`config.mk`:
```
export PLATFORM = sky130hd
export DESIGN_NAME = status_register
export DESIGN_NICKNAME = d
export VERILOG_FILES = /design/src/rtl/status_register.sv
export SDC_FILE = /design/constraint.sdc
export NUM_CORES = 1
export LEC_CHECK = 0
export ABC_CLOCK_PERIOD_IN_PS = 2300
export CAP_MARGIN = 20
export CORE_MARGIN = 2
export CORE_UTILIZATION = 29
export DETAILED_ROUTE_END_ITERATION = 8
export PLACE_DENSITY_LB_ADDON = 0.12
export SLEW_MARGIN = 20
export SYNTH_ARGS = -nofsm -noshare
export SYNTH_HDL_FRONTEND = slang
export SYNTH_SLANG_ARGS = --single-unit
```
`constraint.sdc`:
```
create_clock -name clk -period 2.3 [get_ports clk]
set_input_delay 0.69 -clock clk [delete_from_list [all_inputs] [get_ports clk]]
set_output_delay 0.69 -clock clk [all_outputs]
set_load 0.05 [all_outputs]
```
`src/rtl/status_register.sv`:
```
// 6502 processor status register (P) with push byte and a delayed IRQ mask.
module status_register #(
  parameter logic [7:0] RESET_P        = 8'h24,
  parameter bit         CLEAR_D_ON_INT = 1'b0
) (
  input  logic       clk,
  input  logic       reset_n,
  input  logic [7:0] alu_flags,
  input  logic [7:0] alu_flags_ena,
  input  logic [2:0] flag_op,
  input  logic       p_load,
  input  logic [7:0] p_load_data,
  input  logic       int_entry,
  input  logic       sync,
  input  logic       push_brk,
  output logic [7:0] flags,
  output logic [7:0] push_data,
  output logic       irq_mask
);

  localparam int unsigned W = 8;

  // Bits 7,6,3,2,1,0 are storage; bit 5 reads 1, bit 4 reads 0.
  localparam logic [W-1:0] WR_MASK  = 8'hCF;
  localparam logic [W-1:0] FIXED_P  = 8'h20;
  localparam logic [W-1:0] RESET_PV = (RESET_P & WR_MASK) | FIXED_P;

  localparam int unsigned BIT_C = 0;
  localparam int unsigned BIT_I = 2;
  localparam int unsigned BIT_D = 3;
  localparam int unsigned BIT_V = 6;

  typedef enum logic [2:0] {
    OP_NONE = 3'd0,
    OP_CLC  = 3'd1,
    OP_SEC  = 3'd2,
    OP_CLI  = 3'd3,
    OP_SEI  = 3'd4,
    OP_CLV  = 3'd5,
    OP_CLD  = 3'd6,
    OP_SED  = 3'd7
  } flag_op_e;

  logic [W-1:0] p_q;
  logic [W-1:0] p_d;
  logic [W-1:0] alu_en;
  logic         irq_mask_q;
  logic         irq_mask_d;

  // Next P: later assignments carry higher priority (ALU < flag op < int entry < pull).
  always_comb begin
    p_d    = p_q;
    alu_en = alu_flags_ena & WR_MASK;
    if (p_load) begin
      p_d = p_load_data;
    end else begin
      p_d = (p_q & ~alu_en) | (alu_flags & alu_en);
      case (flag_op_e'(flag_op))
        OP_CLC:  p_d[BIT_C] = 1'b0;
        OP_SEC:  p_d[BIT_C] = 1'b1;
        OP_CLI:  p_d[BIT_I] = 1'b0;
        OP_SEI:  p_d[BIT_I] = 1'b1;
        OP_CLV:  p_d[BIT_V] = 1'b0;
        OP_CLD:  p_d[BIT_D] = 1'b0;
        OP_SED:  p_d[BIT_D] = 1'b1;
        default: ;
      endcase
      if (int_entry) begin
        p_d[BIT_I] = 1'b1;
        if (CLEAR_D_ON_INT) p_d[BIT_D] = 1'b0;
      end
    end
    p_d = (p_d & WR_MASK) | FIXED_P;
  end

  // IRQ mask follows I only at instruction boundaries; interrupt entry masks at once.
  always_comb begin
    irq_mask_d = irq_mask_q;
    if (sync)      irq_mask_d = p_q[BIT_I];
    if (int_entry) irq_mask_d = 1'b1;
  end

  // State registers.
  always_ff @(posedge clk or negedge reset_n) begin
    if (!reset_n) begin
      p_q        <= RESET_PV;
      irq_mask_q <= 1'b1;
    end else begin
      p_q        <= p_d;
      irq_mask_q <= irq_mask_d;
    end
  end

  // Outputs come straight from the register with no added delay.
  assign flags     = p_q;
  assign push_data = {p_q[7:6], 1'b1, push_brk, p_q[3:0]};
  assign irq_mask  = irq_mask_q;

endmodule
```
# Yosys cells after proc, flatten, opt, wreduce, memory -nomap -nowiden
# Index checks and enable logic that the tools add are counted.
[totals] inputBits=33 output_inout_bits=17 reg_bits=7 elab_cells=22
[op_classes] eq_ne=7 muxes=8 reduce_logical=1 n_bitwise=4
[ops] cell="$and A8 B8 Y8" n=2
[ops] cell="$eq A3 B3 Y1 const B" n=4
[ops] cell="$mux W8" n=1
[ops] cell="$not A8 Y8" n=1
[ops] cell="$or A8 B8 Y8" n=1
[ops] cell="$eq A3 B2 Y1 const B" n=2
[ops] cell="$pmux W1 S2" n=3
[ops] cell="$mux W1" n=4
[ops] cell="$eq A3 B1 Y1 const B" n=1
[ops] cell="$reduce_bool A2 Y1" n=1

# Logic depth before layout (Yosys ltp)
# Gate-level depths: netlist (run 1).
[depth] word_depth=6 ltp_mapped=3 mapped_depth_nobuf=3

# Worst setup path after synthesis (run 1)
# OpenSTA, ideal clock, no wires.
[synth_timing] path_type="register -> output" from="register p_q[2] (netlist: flags[2])" to="output push_data[2]" n_path_buf=1 required_time_ps=1610 arrival_time_ps=939 stages_incl_launch_ff=2 path_slack_ps=671 cell_sequence="dfstp_2 > buf_4"
[synth_lines] element="start, declared" line_no="44" rtl="logic [W-1:0] p_q;"
[synth_lines] element="start signal, assigned" line_no="89" rtl="p_q <= p_d;"
[synth_lines] element="end, declared" line_no="17" rtl="output logic [7:0] push_data,"
# No word-level cell between the ends.

==> flow_summary.ini, run 1 <==
[outcome]
status = finished, final reports clean

[critical_path]
cp_cell_sequence = clkdlybuf4s50_1
start_kind = register
required_ps = 1610
crit_slowest_cell = clkdlybuf4s50_1
critPathTopFamily = buffers and inverters
cp_max_fo = 3
path_buf_inv = 1
end_kind = output port
crit_arrival_ps = 1430
path_class = register to output port
cp_slowest_stage_delay_ps = 810

[sta]
final.setup.tns_ps = 0
max_freq_mhz = 470.6
setup_violations = 0
final_max_slew_viol_count = 0
hold_slack_ps = 598.0
worst_slack_ps = 175.2
relSlewSlack_pct = 66.74
period_minus_slack_ps = 2125
clock_skew_ps = 0.02393
hold_viol_final = 0
worst_pin_slew_ps = 497.4
finalCritPeriodShare_pct = 92.38
grt_setup_unrepaired = no

[detailed_routing]
totalWireLength_mm = 1.104
dr.pass1.iters = 4
vias = 442
first_iter_violations = 7
drc = 0
drtAntennaViolNets = 0
vias_per_cell = 4.510
post_drt_wl_per_cell_um = 11.27

[synth]
ys_seq_area_share_pct = 37.97
avgSynthCellArea_um2 = 9.359
syn_inst = 50
yosys.area_share.xor_xnor_pct = 0
ys_types = 21
synth_top_family_by_area = buffers and inverters
syn_area_um2 = 467.9
synthSimpleGateAreaFrac_pct = 14.97
synth-compound-area-share_pct = 12.03
synthMuxAreaShare_pct = 16.58
synth-adder-area-share_pct = 0
yosys_warnings = 0
synth_seq_cells = 7

[cells_and_area]
instances_no_fill = 98
drive_gt1_share_pct = 14.63
fill_cells = 145
nets = 116
diodes = 0
area_growth_pct = 73.80
multi_input_area_um2 = 215.2
register_area_um2 = 177.7
design_area_um2 = 813.3

[grt]
grt_overflow_total = 0
grt_pass1_wl_mm = 1.800
grt_pass1_vias = 413
grt_max_degree = 13
antenna_found_initial = 0
grtUsageTotal_pct = 12.86

[die]
die_width_um = 44.17
initial_core_util_pct = 31.06
rows = 14
io-pin-count = 50
die_h_um = 44.17
dieArea_mm2 = 0.001951
fp.coreArea_mm2 = 0.001506

[power]
p_int_uw = 289.3
combPwrFrac_pct = 44.6
swShare_pct = 38.35
irDropWorstVdd_mv = 0.2905
p_switching_uw = 180.0
clockPowerShare_pct = 24.5
power.leakage_nw = 0.3501
seq_power_share_pct = 30.9
powerDensity_mw_per_mm2 = 577.0

[clock_network]
clkLatencyLatePin_ps = 260
clock-sinks = 7
ctsHoldBuffers = 0
cts_tree = built
htreeDepth = 1
clock_path_buffers = 2
cts_made_buffers = 3
root_buffer = clkbuf_4
post_cts_resized = 0
cts.clk_slew.worst_paths_ps = 60
post_cts_buffers = 0

[hold_path]
min_path_type = register to register

[placement]
dpl.hpwl_um = 910.1
place_ws_ps = 411.3
portBuffers = 38
dp_cells = 94
place_area_um2 = 785.8
gp_congestion = 0.7003

[flow_run]
maxCapViolCount = 0
## through the flow
stage / util (%) / total power [mW]
3_5_place_dp: 52.16 / 0.3578
6_report: 53.99 / 0.4692
5_1_grt: 53.99 / 0.4984
2_1_floorplan: - / 0.2867
3_3_place_gp: 52.16 / 0.3556
4_1_cts: 53.99 / 0.4760
## logic make-up after synthesis
logic type | after synthesis
flops | 7
buf+inv | 11
simple gates | 14
compound gates | 9
other cells | 2
mux | 7
## final timing paths
check,end,startpoint,slack [ps],depth (start not counted)
min reg2reg,register,register,600,2
max,push_data[3],register,180,1
min in group asynchronous,async pin,reset_n,690,1
max in group asynchronous,flags[2],reset_n,1320,1
min,register,register,600,2
max reg2reg,flags[2],flags[2],1230,3
## metal layers
metal  wire [um]  part of all wire (%)  up-vias  GRT usage, %
met5           0                     0        -             0
li1            -                     -      222             -
met2         532                    48       23         20.59
met4           0                     0        0         1.818
met3         105                   9.5        0         6.122
met1         466                    42      197         16.12
## cell usage in the layout (no fill, tap or decap)
cell type and n:
clkdlybuf4s50_1 35, mux2i_1 4, clkinv_2 1, a211o_1 1, dfrtp_1 5, conb_1 3, nand3b_1 1, mux2_4 1
buf_4 3, dfstp_2 2, nor3b_1 1, nor2b_1 1, o21ai_1 1, o21ai_0 3, nand2_1 7, mux2_2 2
clkbuf_4 3, o31ai_1 2, nand2b_1 1, and3b_1 1, a211oi_1 1, nor2_1 2, a21oi_1 1
## cell usage after synthesis
master	count	share of area, %
buf_4	10	16
nand2_1	7	5.6
dfrtp_1	5	27
mux2i_1	4	8.6
o21ai_0	3	3.2
conb_1	2	1.6
dfstp_2	2	11
mux2_2	2	4.8
nor2_1	2	1.6
o31ai_1	2	3.2
a211o_1	1	1.9
a211oi_1	1	1.6
a21oi_1	1	1.1
and3b_1	1	1.9
clkbuf_1	1	0.80
mux2_4	1	3.2
nand2b_1	1	1.3
nand3b_1	1	1.6
nor2b_1	1	1.3
nor3b_1	1	1.6
o21ai_1	1	1.1
## cell type report
type	count	share of cell area (%)
timing repair buffer	38	45.85
multi-input combinational	33	26.46
sequential	7	21.85
clock buffer	3	2.769
tap	16	2.462
clock inverter	1	0.6154
## power by group through the flow
stage	clock network (mW)	registers, mW	logic [mW]
floorplan	0	0.187	0.0992
global route	0.130	0.147	0.221
CTS	0.120	0.145	0.211
global placement	0	0.147	0.209
detailed placement	0	0.147	0.211
finish	0.115	0.145	0.209
No activity file was read; power rests on OpenSTA's default activity.
==> inputs of run 2 (changes only) <==
- MAX_ROUTING_LAYER: unset -> met4
==> run 2 against run 1 <==
Worst hold slack barely moved. Clock-buffer cell count unchanged. Final cell count stayed put. Sequential share of layout area is the same. Flip-flop and latch count did not move. Via count fell by 1.1%. First-iteration DRC count decreased by 29%. Setup slack better by 4.8 ps.
==> flow_summary.ini, run 2 (synthesis results as in run 1) <==
[power]
powerDensity_mw_per_mm2 = 574.6
irDropWorstVdd_mv = 0.2908
power.leakage_nw = 0.3501

[critical_path]
crit_cells = 1
end_kind = output port
reg2reg_depth = 3
cp_cell_sequence = clkdlybuf4s50_1
crit_arrival_ps = 1430
critPathTopFamily = buffers and inverters
cp_max_fo = 3
crit_slowest_cell = clkdlybuf4s50_1
path_class = register to output port
start_kind = register
cp_slowest_stage_delay_ps = 810
path_buf_inv = 1
r2r_start = flags[2]
endpoint = push_data[3]
r2r_end = flags[2]
r2r_slack_ps = 1230
required_ps = 1610

[cells_and_area]
final_cell_mix = clkdlybuf4s50_1 (35), nand2_1 (7), dfrtp_1 (5)
drive_gt1_share_pct = 14.63
final_common_cell = clkdlybuf4s50_1
area_growth_pct = 73.80
nets = 116
design_area_um2 = 813.3
diodes = 0
fill_cells = 145

[die]
dieArea_mm2 = 0.001951
initial_core_util_pct = 31.06
die_width_um = 44.17
die_h_um = 44.17
io-pin-count = 50
fp.coreArea_mm2 = 0.001506
rows = 14

[sta]
period_minus_slack_ps = 2120
clock_skew_ps = 0.02390
setup_violations = 0
final_max_slew_viol_count = 0
grt_setup_unrepaired = no
worst_pin_slew_ps = 497.4
final.setup.tns_ps = 0
max_freq_mhz = 471.7
finalCritPeriodShare_pct = 92.18
relSlewSlack_pct = 66.74
hold_viol_final = 0

[clock_network]
htreeDepth = 1
clock_path_buffers = 2
ctsHoldBuffers = 0
clkLatencyLatePin_ps = 250
cts_made_buffers = 3
cts.clk_slew.worst_paths_ps = 60
clock-sinks = 7
cts_tree = built
post_cts_buffers = 0
post_cts_resized = 0
root_buffer = clkbuf_4

[flow_run]
maxCapViolCount = 0

[detailed_routing]
post_drt_wl_per_cell_um = 11.16
drtAntennaViolNets = 0
vias = 437
first_iter_violations = 5
vias_per_cell = 4.459
totalWireLength_mm = 1.094
dr.pass1.iters = 4
drc = 0

[grt]
grtUsageTotal_pct = 13.25
gr-usage-met3_pct = 6.122
grt-busiest-layer = met2
grt_util_met2_pct = 20.59
use_met1_pct = 16.12
grt_max_degree = 13
grt_pass1_vias = 409
antenna_found_initial = 0
grt_pass1_wl_mm = 1.800
grt_overflow_total = 0

[outcome]
status = finished, final reports clean

[placement]
dpl.hpwl_um = 910.1
gp_congestion = 0.7080
portBuffers = 38
place_area_um2 = 785.8

[hold_path]
min_path_type = register to register
[run 2: per-layer routing]
layer | up-vias | wire length, um
met5 | - | 0
met4 | 0 | 0
met3 | 0 | 94
met2 | 21 | 529
met1 | 194 | 470
li1 | 222 | -
[run 2: area by class of cell]
cell class / instances / area, um^2 / share of cell area (%)
well taps: 16 / 20.02 / 2.462
flip-flops and latches: 7 / 177.7 / 21.85
clock inverters: 1 / 5.005 / 0.6154
multi-input cells: 33 / 215.2 / 26.46
repair buffers: 38 / 372.9 / 45.85
clock buffers: 3 / 22.52 / 2.769
[run 2: power breakdown]
group | internal [mW] | switching, mW | leakage (nW) | total (mW)
Clock | 0.0637 | 0.0495 | 0.0177 | 0.113
Sequential | 0.137 | 0.00821 | 0.0816 | 0.145
Combinational | 0.0886 | 0.120 | 0.251 | 0.209
[run 2: through the flow]
step           instances  hold slack (ps)  setup WS [ps]  total power [mW]  utilization, %
2_1_floorplan         51            394.4          670.8            0.2867               -
3_3_place_gp          94            586.0          418.1            0.3556           52.16
3_5_place_dp          94            592.5          411.3            0.3578           52.16
4_1_cts               98            607.0          160.5            0.4760           53.99
5_1_grt               98            663.7          125.2            0.4984           53.99
6_report              98            598.1          179.9            0.4673           53.99
[run 2: worst min path at each step]
stage	from	endpoint	slack, ps	cells after the start
final	register	register	600	2
after floorplan	reset_n	async pin	390	0
after global placement	register	register	590	2
after CTS	register	register	610	2
after global routing	register	register	660	2
after detailed placement	register	register	590	2
==> inputs of run 3 (changes only) <==
- ABC_CLOCK_PERIOD_IN_PS: 2300 -> 2320
- CORE_UTILIZATION: 29 -> 27
- clock period: 2.3 -> 2.32 ns (I/O delays scaled with it)
==> run 3 against run 2 <==
Final cell count is 1.0% higher. Critical path depth did not move. Final area did not move. Flip-flop and latch count unchanged. Setup slack gained 28 ps. Worst hold slack lost 1.9 ps.
==> flow_summary.ini, run 3 (synthesis results as in run 1) <==
[outcome]
status = finished, final reports clean

[sta]
final_max_slew_viol_count = 0
clock_skew_ps = 0.02387
worst_slack_ps = 207.8
period_minus_slack_ps = 2112
max_freq_mhz = 473.4
grt_setup_unrepaired = no
hold_slack_ps = 596.2
setup_violations = 0
final.setup.tns_ps = 0
hold_viol_final = 0
finalCritPeriodShare_pct = 91.04

[grt]
grt_pass1_wl_mm = 1.621
grt_pass1_vias = 395
grt_overflow_total = 0
grtUsageTotal_pct = 11.26
grt_max_degree = 13
antenna_found_initial = 0

[detailed_routing]
totalWireLength_mm = 1.085
vias_per_cell = 4.465
vias = 442
drtAntennaViolNets = 0
dr.pass1.iters = 4
drc = 0
first_iter_violations = 1
post_drt_wl_per_cell_um = 10.96

[cells_and_area]
fill_cells = 172
instances_no_fill = 99
register_area_um2 = 177.7
multi_input_area_um2 = 215.2
area_growth_pct = 73.80
drive_gt1_share_pct = 13.41
final_common_cell = clkdlybuf4s50_1
nets = 116
final_cell_mix = clkdlybuf4s50_1 (35), nand2_1 (7), dfrtp_1 (5)
diodes = 0
final_core_util_pct = 48.69

[placement]
dp_cells = 95
place_ws_ps = 428.7
gp_congestion = 0.6733
dpl.hpwl_um = 903.5
portBuffers = 38

[clock_network]
cts_made_buffers = 3
post_cts_buffers = 0
htreeDepth = 1
clock_path_buffers = 2
cts.clk_slew.worst_paths_ps = 60
root_buffer = clkbuf_4
cts_tree = built
clock-sinks = 7
ctsHoldBuffers = 0
clkLatencyLatePin_ps = 250
post_cts_resized = 0

[critical_path]
path_buf_inv = 1
start_kind = register
end_kind = output port
path_class = register to output port
cp_slowest_stage_delay_ps = 810
cp_cell_sequence = clkdlybuf4s50_1
crit_slowest_cell = clkdlybuf4s50_1
crit_arrival_ps = 1420
required_ps = 1620
cp_max_fo = 3
critPathTopFamily = buffers and inverters

[die]
die_width_um = 45.63
rows = 15
io-pin-count = 50
initial_core_util_pct = 28.01
fp.coreArea_mm2 = 0.001670
dieArea_mm2 = 0.002082
die_h_um = 45.63

[power]
power.leakage_nw = 0.3474
powerDensity_mw_per_mm2 = 569.9
irDropWorstVdd_mv = 0.2322

[flow_run]
maxCapViolCount = 0

[hold_path]
min_path_type = register to register
## run 3: cell count changes in the layout (fill, tap and decap cells not counted)
| cell | delta |
|---|---|
| clkbuf_1 | +1 |
| clkinv_2 | -1 |
## run 3: worst paths after layout
kind | start | to | slack [ps] | cells past startpoint
min reg2reg | register | register | 600 | 2
min in group asynchronous | reset_n | async pin | 720 | 1
max reg2reg | flags[2] | flags[2] | 1260 | 3
min | register | register | 600 | 2
max | register | flags[3] | 210 | 1
max in group asynchronous | reset_n | irq_mask | 1300 | 1
## run 3: metal layers
| metal | vias up | wire, um | track usage [%] |
|---|---|---|---|
| li1 | 225 | - | - |
| met1 | 198 | 426 | 13.56 |
| met2 | 19 | 536 | 16.90 |
| met3 | 0 | 122 | 3.571 |
| met4 | 0 | 0 | 5.294 |
| met5 | - | 0 | - |
## run 3: power by group
| part | internal (mW) | leakage [nW] | switching (mW) |
|---|---|---|---|
| Combinational | 0.0878 | 0.251 | 0.119 |
| Clock | 0.0658 | 0.0150 | 0.0472 |
| Sequential | 0.136 | 0.0816 | 0.00797 |
| Total | 0.289 | 0.347 | 0.174 |
## run 3: cell type report
type                            count  area share (%)
Timing Repair Buffer               38           45.85
Sequential cell                     7           21.85
Clock buffer                        4           3.231
Tap cell                           17           2.615
Multi-Input combinational cell     33           26.46
## run 3: stage by stage
stage / instance area, um^2 / power [mW]
finish: 813.3 / 0.4635
global route: 813.3 / 0.4869
CTS: 813.3 / 0.4715
detailed placement: 787.0 / 0.3543
global placement: 787.0 / 0.3530
floorplan: 471.7 / 0.2842
